**src/rtl/mem_port_arbiter.sv**
```systemverilog
// mem_port_arbiter: three-way core/IO/audio arbiter serialising one memory transaction at a time; optional WAIT timeout under ARB_TIMEOUT_EN
module mem_port_arbiter #(
  parameter int ADDR_W      = 19,
  parameter int DATA_W      = 8,
  parameter int TIMEOUT     = 255,
  parameter int AUDIO_BURST = 2
) (
  input  logic              i_clk,
  input  logic              i_clr,
  input  logic              i_core_req,
  input  logic              i_io_req,
  input  logic              i_audio_req,
  input  logic              i_core_we,
  input  logic              i_io_we,
  input  logic [ADDR_W-1:0] i_core_addr,
  input  logic [ADDR_W-1:0] i_io_addr,
  input  logic [ADDR_W-1:0] i_audio_addr,
  input  logic [DATA_W-1:0] i_core_wdata,
  input  logic [DATA_W-1:0] i_io_wdata,
  output logic              o_core_done,
  output logic              o_io_done,
  output logic              o_audio_done,
  output logic [DATA_W-1:0] o_core_rdata,
  output logic [DATA_W-1:0] o_io_rdata,
  output logic [DATA_W-1:0] o_audio_rdata,
  output logic              o_mem_req,
  output logic              o_mem_we,
  output logic [ADDR_W-1:0] o_mem_addr,
  output logic [DATA_W-1:0] o_mem_wdata,
  input  logic [DATA_W-1:0] i_mem_rdata,
  input  logic              i_mem_done,
  output logic [1:0]        o_grant_id,
  output logic              o_err
);
  localparam int CW = $clog2(AUDIO_BURST + 2);
  localparam logic [1:0] IDLE = 2'd0, WAIT = 2'd1, DONE = 2'd2;
  logic [1:0]        r_state, w_state, r_gid;
  logic              r_rr, r_we;
  logic [CW-1:0]     r_acnt;
  logic [ADDR_W-1:0] r_addr;
  logic [DATA_W-1:0] r_wdata, r_core_rdata, r_io_rdata, r_audio_rdata, w_rd;
  logic              w_full, w_aud, w_core, w_io, w_any, w_fin, w_to;
  assign w_full = r_acnt == CW'(AUDIO_BURST);
  assign w_aud  = i_audio_req & ~(w_full & (i_core_req | i_io_req));
  assign w_core = ~w_aud & i_core_req & (~i_io_req | ~r_rr);
  assign w_io   = ~w_aud & ~w_core & i_io_req;
  assign w_any  = i_core_req | i_io_req | i_audio_req;
  assign w_fin  = i_mem_done | w_to;
  assign w_rd   = i_mem_done ? i_mem_rdata : '1;
`ifdef ARB_TIMEOUT_EN
  logic [7:0] r_tcnt;
  logic       r_err;
  assign w_to  = r_tcnt == 8'(TIMEOUT - 1);
  assign o_err = r_err;
  // WAIT-cycle counter, held at zero outside WAIT so it restarts on every entry
  always_ff @(posedge i_clk or posedge i_clr)
    if (i_clr) r_tcnt <= '0;
    else r_tcnt <= r_state == WAIT ? r_tcnt + 8'd1 : 8'd0;
  // err lines up with the done pulse of an aborted transaction
  always_ff @(posedge i_clk or posedge i_clr)
    if (i_clr) r_err <= 1'b0;
    else r_err <= r_state == WAIT && !i_mem_done && w_to;
`else
  assign w_to  = 1'b0;
  assign o_err = 1'b0;
`endif
  // state register
  always_ff @(posedge i_clk or posedge i_clr)
    if (i_clr) r_state <= IDLE;
    else r_state <= w_state;
  // next state
  always_comb
    w_state = r_state == IDLE ? (w_any ? WAIT : IDLE) :
              r_state == WAIT ? (w_fin ? DONE : WAIT) : IDLE;
  // outputs decoded from state and latched grant
  always_comb begin
    o_mem_req    = r_state == WAIT;
    o_core_done  = r_state == DONE && r_gid == 2'd1;
    o_io_done    = r_state == DONE && r_gid == 2'd2;
    o_audio_done = r_state == DONE && r_gid == 2'd3;
  end
  assign o_mem_we      = r_we;
  assign o_mem_addr    = r_addr;
  assign o_mem_wdata   = r_wdata;
  assign o_grant_id    = r_gid;
  assign o_core_rdata  = r_core_rdata;
  assign o_io_rdata    = r_io_rdata;
  assign o_audio_rdata = r_audio_rdata;
  // arbitration in IDLE, read-data capture at the end of WAIT, grant release in DONE
  always_ff @(posedge i_clk or posedge i_clr)
    if (i_clr) begin
      r_gid         <= '0;
      r_we          <= 1'b0;
      r_addr        <= '0;
      r_wdata       <= '0;
      r_rr          <= 1'b0;
      r_acnt        <= '0;
      r_core_rdata  <= '0;
      r_io_rdata    <= '0;
      r_audio_rdata <= '0;
    end else if (r_state == IDLE) begin
      if (w_any) begin
        r_gid   <= w_aud ? 2'd3 : w_core ? 2'd1 : 2'd2;
        r_we    <= w_core ? i_core_we : w_io & i_io_we;
        r_addr  <= w_aud ? i_audio_addr : w_core ? i_core_addr : i_io_addr;
        r_wdata <= w_core ? i_core_wdata : w_io ? i_io_wdata : '0;
      end
      r_rr   <= r_rr ^ (w_core | w_io);
      r_acnt <= w_aud ? (w_full ? r_acnt : r_acnt + 1'b1) : '0;
    end else if (r_state == WAIT) begin
      if (w_fin && r_gid == 2'd1) r_core_rdata <= w_rd;
      if (w_fin && r_gid == 2'd2) r_io_rdata <= w_rd;
      if (w_fin && r_gid == 2'd3) r_audio_rdata <= w_rd;
    end else
      r_gid <= '0;
endmodule

```
**config.mk**
```make
export PLATFORM = sky130hd
export DESIGN_NAME = mem_port_arbiter
export DESIGN_NICKNAME = d
export VERILOG_FILES = /design/src/rtl/mem_port_arbiter.sv
export SDC_FILE = /design/constraint.sdc
export NUM_CORES = 1
export LEC_CHECK = 0
export BUFFER_PORTS_ARGS = -buffer_cell sky130_fd_sc_hd__buf_2
export CELL_PAD_IN_SITES_DETAIL_PLACEMENT = 0
export CELL_PAD_IN_SITES_GLOBAL_PLACEMENT = 1
export CORE_MARGIN = 8
export CORE_UTILIZATION = 37
export DETAILED_ROUTE_END_ITERATION = 16
export PLACE_DENSITY_LB_ADDON = 0.3
export SETUP_SLACK_MARGIN = 0.05
export SYNTH_ARGS = -nofsm -noshare
export SYNTH_HDL_FRONTEND = slang
export SYNTH_SLANG_ARGS = --single-unit
```
**constraint.sdc**
```tcl
create_clock -name i_clk -period 5.4 [get_ports i_clk]
set_input_delay 0.81 -clock i_clk [delete_from_list [all_inputs] [get_ports i_clk]]
set_output_delay 0.81 -clock i_clk [all_outputs]
set_load 0.1 [all_outputs]
```
==> PnR_summary.wiki <==
{| class="wikitable"
! Metric !! Value
|-
| Run status || finished, final reports clean
|-
| Wire per inst || 18.79 um
|-
| Longest individual stage delay on the worst path || 0.89 ns
|-
| DRT iter0 DRCs || roughly 130
|-
| Critical Path RT || approximately 5.6 ns
|-
| Flip-flop and latch count after synthesis || 59
|-
| Clock latency of the later-clocked register in the worst-skew pair || approximately 0.34 ns
|-
| Critical path arrival || about 2.9 ns
|-
| Total of warnings raised by yosys || 0
|-
| Remaining routing DRC violations || 0
|-
| Proportion of layout cells with a drive suffix above 1 || roughly half
|-
| TritonCTS Sinks || 59
|-
| Max-slew headroom || 28.15%
|-
| Syn-to-layout area delta || 31.39%
|-
| First-pass detailed-route iteration total || 4
|-
| WL met1 || 4256 um
|-
| Number of standard-cell rows in the floorplan || 33
|-
| Total area of sequential cells || about 0.0015 mm2
|-
| Post-CTS setup buffer count || 0
|-
| Proportion of synthesized flip-flops having asynchronous set or reset || 100.0%
|-
| Path depth of the worst reg2reg path || 3
|-
| IO Pins || 148
|-
| CTS tree || built
|-
| Top routing layer in use || met5
|-
| Highest achievable clock rate || 370.2 MHz
|-
| Cell Chain, Critical Path || buf_2 > or3_1 > and2_1 > buf_4 > a41oi_1
|-
| Number of failing hold endpoints at the final stage || 0
|-
| Die outline width || roughly 110 um
|-
| Pin count of the biggest net entering global routing || 60
|-
| Buffers & Inverters on Critical Path || 2
|-
| Share of synthesized area occupied by flip-flops and latches || roughly half
|-
| Number of stages on the worst setup path || 5
|-
| Initial Utilization || 37.59%
|-
| Root buffer cell || sky130_fd_sc_hd__clkbuf_8
|-
| Fin crit share || between 50% and 60%
|-
| DRT antenna net count || 0
|-
| Clock slew at the register clock pins of the worst setup and hold paths || approximately 0.07 ns
|-
| Critical Path Sink Type || flip-flop
|-
| Number of instances in the synthesized netlist || 281
|-
| Total of max-cap violations || 0
|-
| Met3 wirelength from detailed routing || 945 um
|-
| Total die area || about 0.011 mm2
|-
| Number of different library cells in the post-synthesis netlist || 36
|-
| Max-slew violation total from the final report || 0
|-
| Antenna violations before repair || 1
|-
| Most common library cells after synthesis || 66 x sky130_fd_sc_hd__nand3_1, 59 x sky130_fd_sc_hd__dfrtp_1, 28 x sky130_fd_sc_hd__a21oi_1
|-
| Average via count per standard cell || about 5.4
|-
| Detailed-route via count || around 2800
|-
| Primary FF master, synth || sky130_fd_sc_hd__dfrtp_1
|-
| Setup-violating endpoint count in the final report || 0
|-
| Die H || 106.7 um
|-
| Met2 routed wirelength || roughly 4600 um
|-
| Hold Crit Depth || 1
|-
| Fin Clk Skew || a little over 0.01 ns
|-
| Leading cell type by number of instances after synthesis || sky130_fd_sc_hd__nand3_1
|-
| CORE AREA || approximately 0.008 mm2
|-
| Post-cts gate resize count || 0
|-
| Area contributors post-synth || sky130_fd_sc_hd__dfrtp_1 49%, sky130_fd_sc_hd__nand3_1 11%, sky130_fd_sc_hd__mux2_2 6.7%
|-
| Post-detailed-routing wire length || 9884 um
|-
| Maximum fanout encountered on the critical timing path || 30
|-
| Gr ovfl total || 0
|-
| Count of input and output buffers || roughly 150
|-
| Wire length of the first global-routing pass || 15700 um
|-
| Slowest CP cell || sky130_fd_sc_hd__or3_1
|-
| Worst hold path type || reg2reg
|-
| TNS Setup || 0 ns
|-
| H-tree depth reported by CTS || 3
|-
| Clock period minus final worst setup slack || about 2.7 ns
|-
| Top cell type by total area after synthesis || sky130_fd_sc_hd__dfrtp_1
|-
| EDFF count, synth || 0
|-
| CP delay by family, top || simple AND/OR/NAND/NOR gates
|-
| Unrepaired setup endpoints after global routing || no
|-
| Number of global-route vias before repair || 3183
|-
| Fill cell instance count of the final layout || 805
|-
| Cell area after synthesis || 0.003042 mm2
|-
| Post-CTS Hold Fix Bufs || 0
|-
| Overall Global Routing Usage || between 10% and 20%
|-
| Area occupied by multi-input gates || around 0.0014 mm2
|-
| Worst Path Class, Setup || in2reg
|-
| Transition time of the tightest slew-check pin || about 1.1 ns
|-
| Mean area per synthesized cell || roughly 11 um2
|-
| Final GP Congestion || 0.7438
|-
| Deepest clock path buffer count || 2
|-
| Area share of the leading cell type in the synthesized netlist || slightly below 50%
|-
| Number of clock buffers inserted by TritonCTS || 9
|-
| Net count of the mapped netlist || approximately 370
|-
| Detailed placement HPWL || roughly 7000 um
|-
| Critical path launch point type || input pin
|-
| Layout Nets || slightly above 500
|}
## sequential cells by signal, indices dropped and copies added, names as in the netlist
signal / count
r_acnt: 2
o_io_rdata: 8
o_audio_rdata: 8
o_core_rdata: 8
o_mem_addr: 19
o_grant_id: 2
o_mem_wdata: 8
r_rr: 1
o_mem_we: 1
r_state: 2
## final timing paths
path / from / end / slack (ns)
max: i_audio_req / o_mem_addr[14]$_DFFE_PP0P_ / 2.70
min: o_io_rdata[1]$_DFFE_PP0P_ / o_io_rdata[1]$_DFFE_PP0P_ / 0.51
max reg2reg: r_state[1]$_DFF_PP0_ / o_core_rdata[4]$_DFFE_PP0P_ / 3.58
min reg2reg: o_io_rdata[1]$_DFFE_PP0P_ / o_io_rdata[1]$_DFFE_PP0P_ / 0.51
max in group asynchronous: i_clr / o_core_rdata[1]$_DFFE_PP0P_ / 4.22
min in group asynchronous: i_clr / o_mem_wdata[1]$_DFFE_PP0P_ / 0.67
## cell usage in the layout, fill, tap and decap left out, types with 2 or more instances in the layout
cell type,netlist,final
sky130_fd_sc_hd__a21bo_2,2,2
sky130_fd_sc_hd__a21oi_1,28,28
sky130_fd_sc_hd__mux2_4,8,8
sky130_fd_sc_hd__and3b_1,3,3
sky130_fd_sc_hd__clkbuf_8,0,9
sky130_fd_sc_hd__or3_1,2,2
sky130_fd_sc_hd__a41oi_2,11,11
sky130_fd_sc_hd__dfrtp_1,59,59
sky130_fd_sc_hd__nand4_1,9,9
sky130_fd_sc_hd__mux2_2,18,18
sky130_fd_sc_hd__nand3_1,66,66
sky130_fd_sc_hd__nor4bb_1,2,2
sky130_fd_sc_hd__clkinvlp_4,0,4
sky130_fd_sc_hd__buf_2,7,146
sky130_fd_sc_hd__buf_4,2,6
sky130_fd_sc_hd__a41oi_1,8,8
sky130_fd_sc_hd__inv_1,5,4
sky130_fd_sc_hd__nand2b_1,3,3
sky130_fd_sc_hd__a31oi_1,9,9
sky130_fd_sc_hd__nand2_1,3,3
## routing by layer
| metal | GRT usage (%) | vias up |
|---|---|---|
| met2 | 25.98 | 135 |
| li1 | - | 1328 |
| met4 | 6.834 | 2 |
| met5 | 0 | - |
| met1 | 21.24 | 1355 |
| met3 | 6.839 | 14 |
## stage by stage
stage / hold slack [ns] / utilization (%) / cell area (um2) / worst slack (ns) / cells
floorplan: 0.4802 / - / 3042 / 0.5900 / 281
CTS: 0.5068 / 49.35 / 3994 / 2.699 / 525
finish: 0.5058 / 49.38 / 3996 / 2.699 / 526
global placement: 0.4848 / 46.86 / 3792 / 2.386 / 509
global route: 0.5190 / 49.35 / 3994 / 2.588 / 525
detailed placement: 0.4891 / 46.86 / 3792 / 2.296 / 509
## area by class of cell
cell class	count	share of cell area [%]
antenna	1	0.06262
clock buffer	9	3.100
clock inverter	7	1.941
inverter	5	0.4696
multi-input combinational	188	34.78
sequential	59	36.94
tap	105	3.287
timing repair buffer	152	19.41
## cells by family (layout without fill, tap and decap cells)
group | after synthesis | in the layout | share of synthesized area (%)
AO/OA/AOI/OAI | 64 | 64 | 16.66
XOR/XNOR | 1 | 1 | 0.2880
adder cells (fa/ha/maj) | 1 | 1 | 0.4113
buffers and inverters | 34 | 173 | 5.964
flip-flops | 59 | 59 | 48.54
multiplexers | 27 | 27 | 10.94
other | 1 | 2 | 0.1233
AND/OR/NAND/NOR | 94 | 94 | 17.07
Power is not shown: default switching activity piles up to over one toggle a cycle in this logic, so the estimate is an artifact.
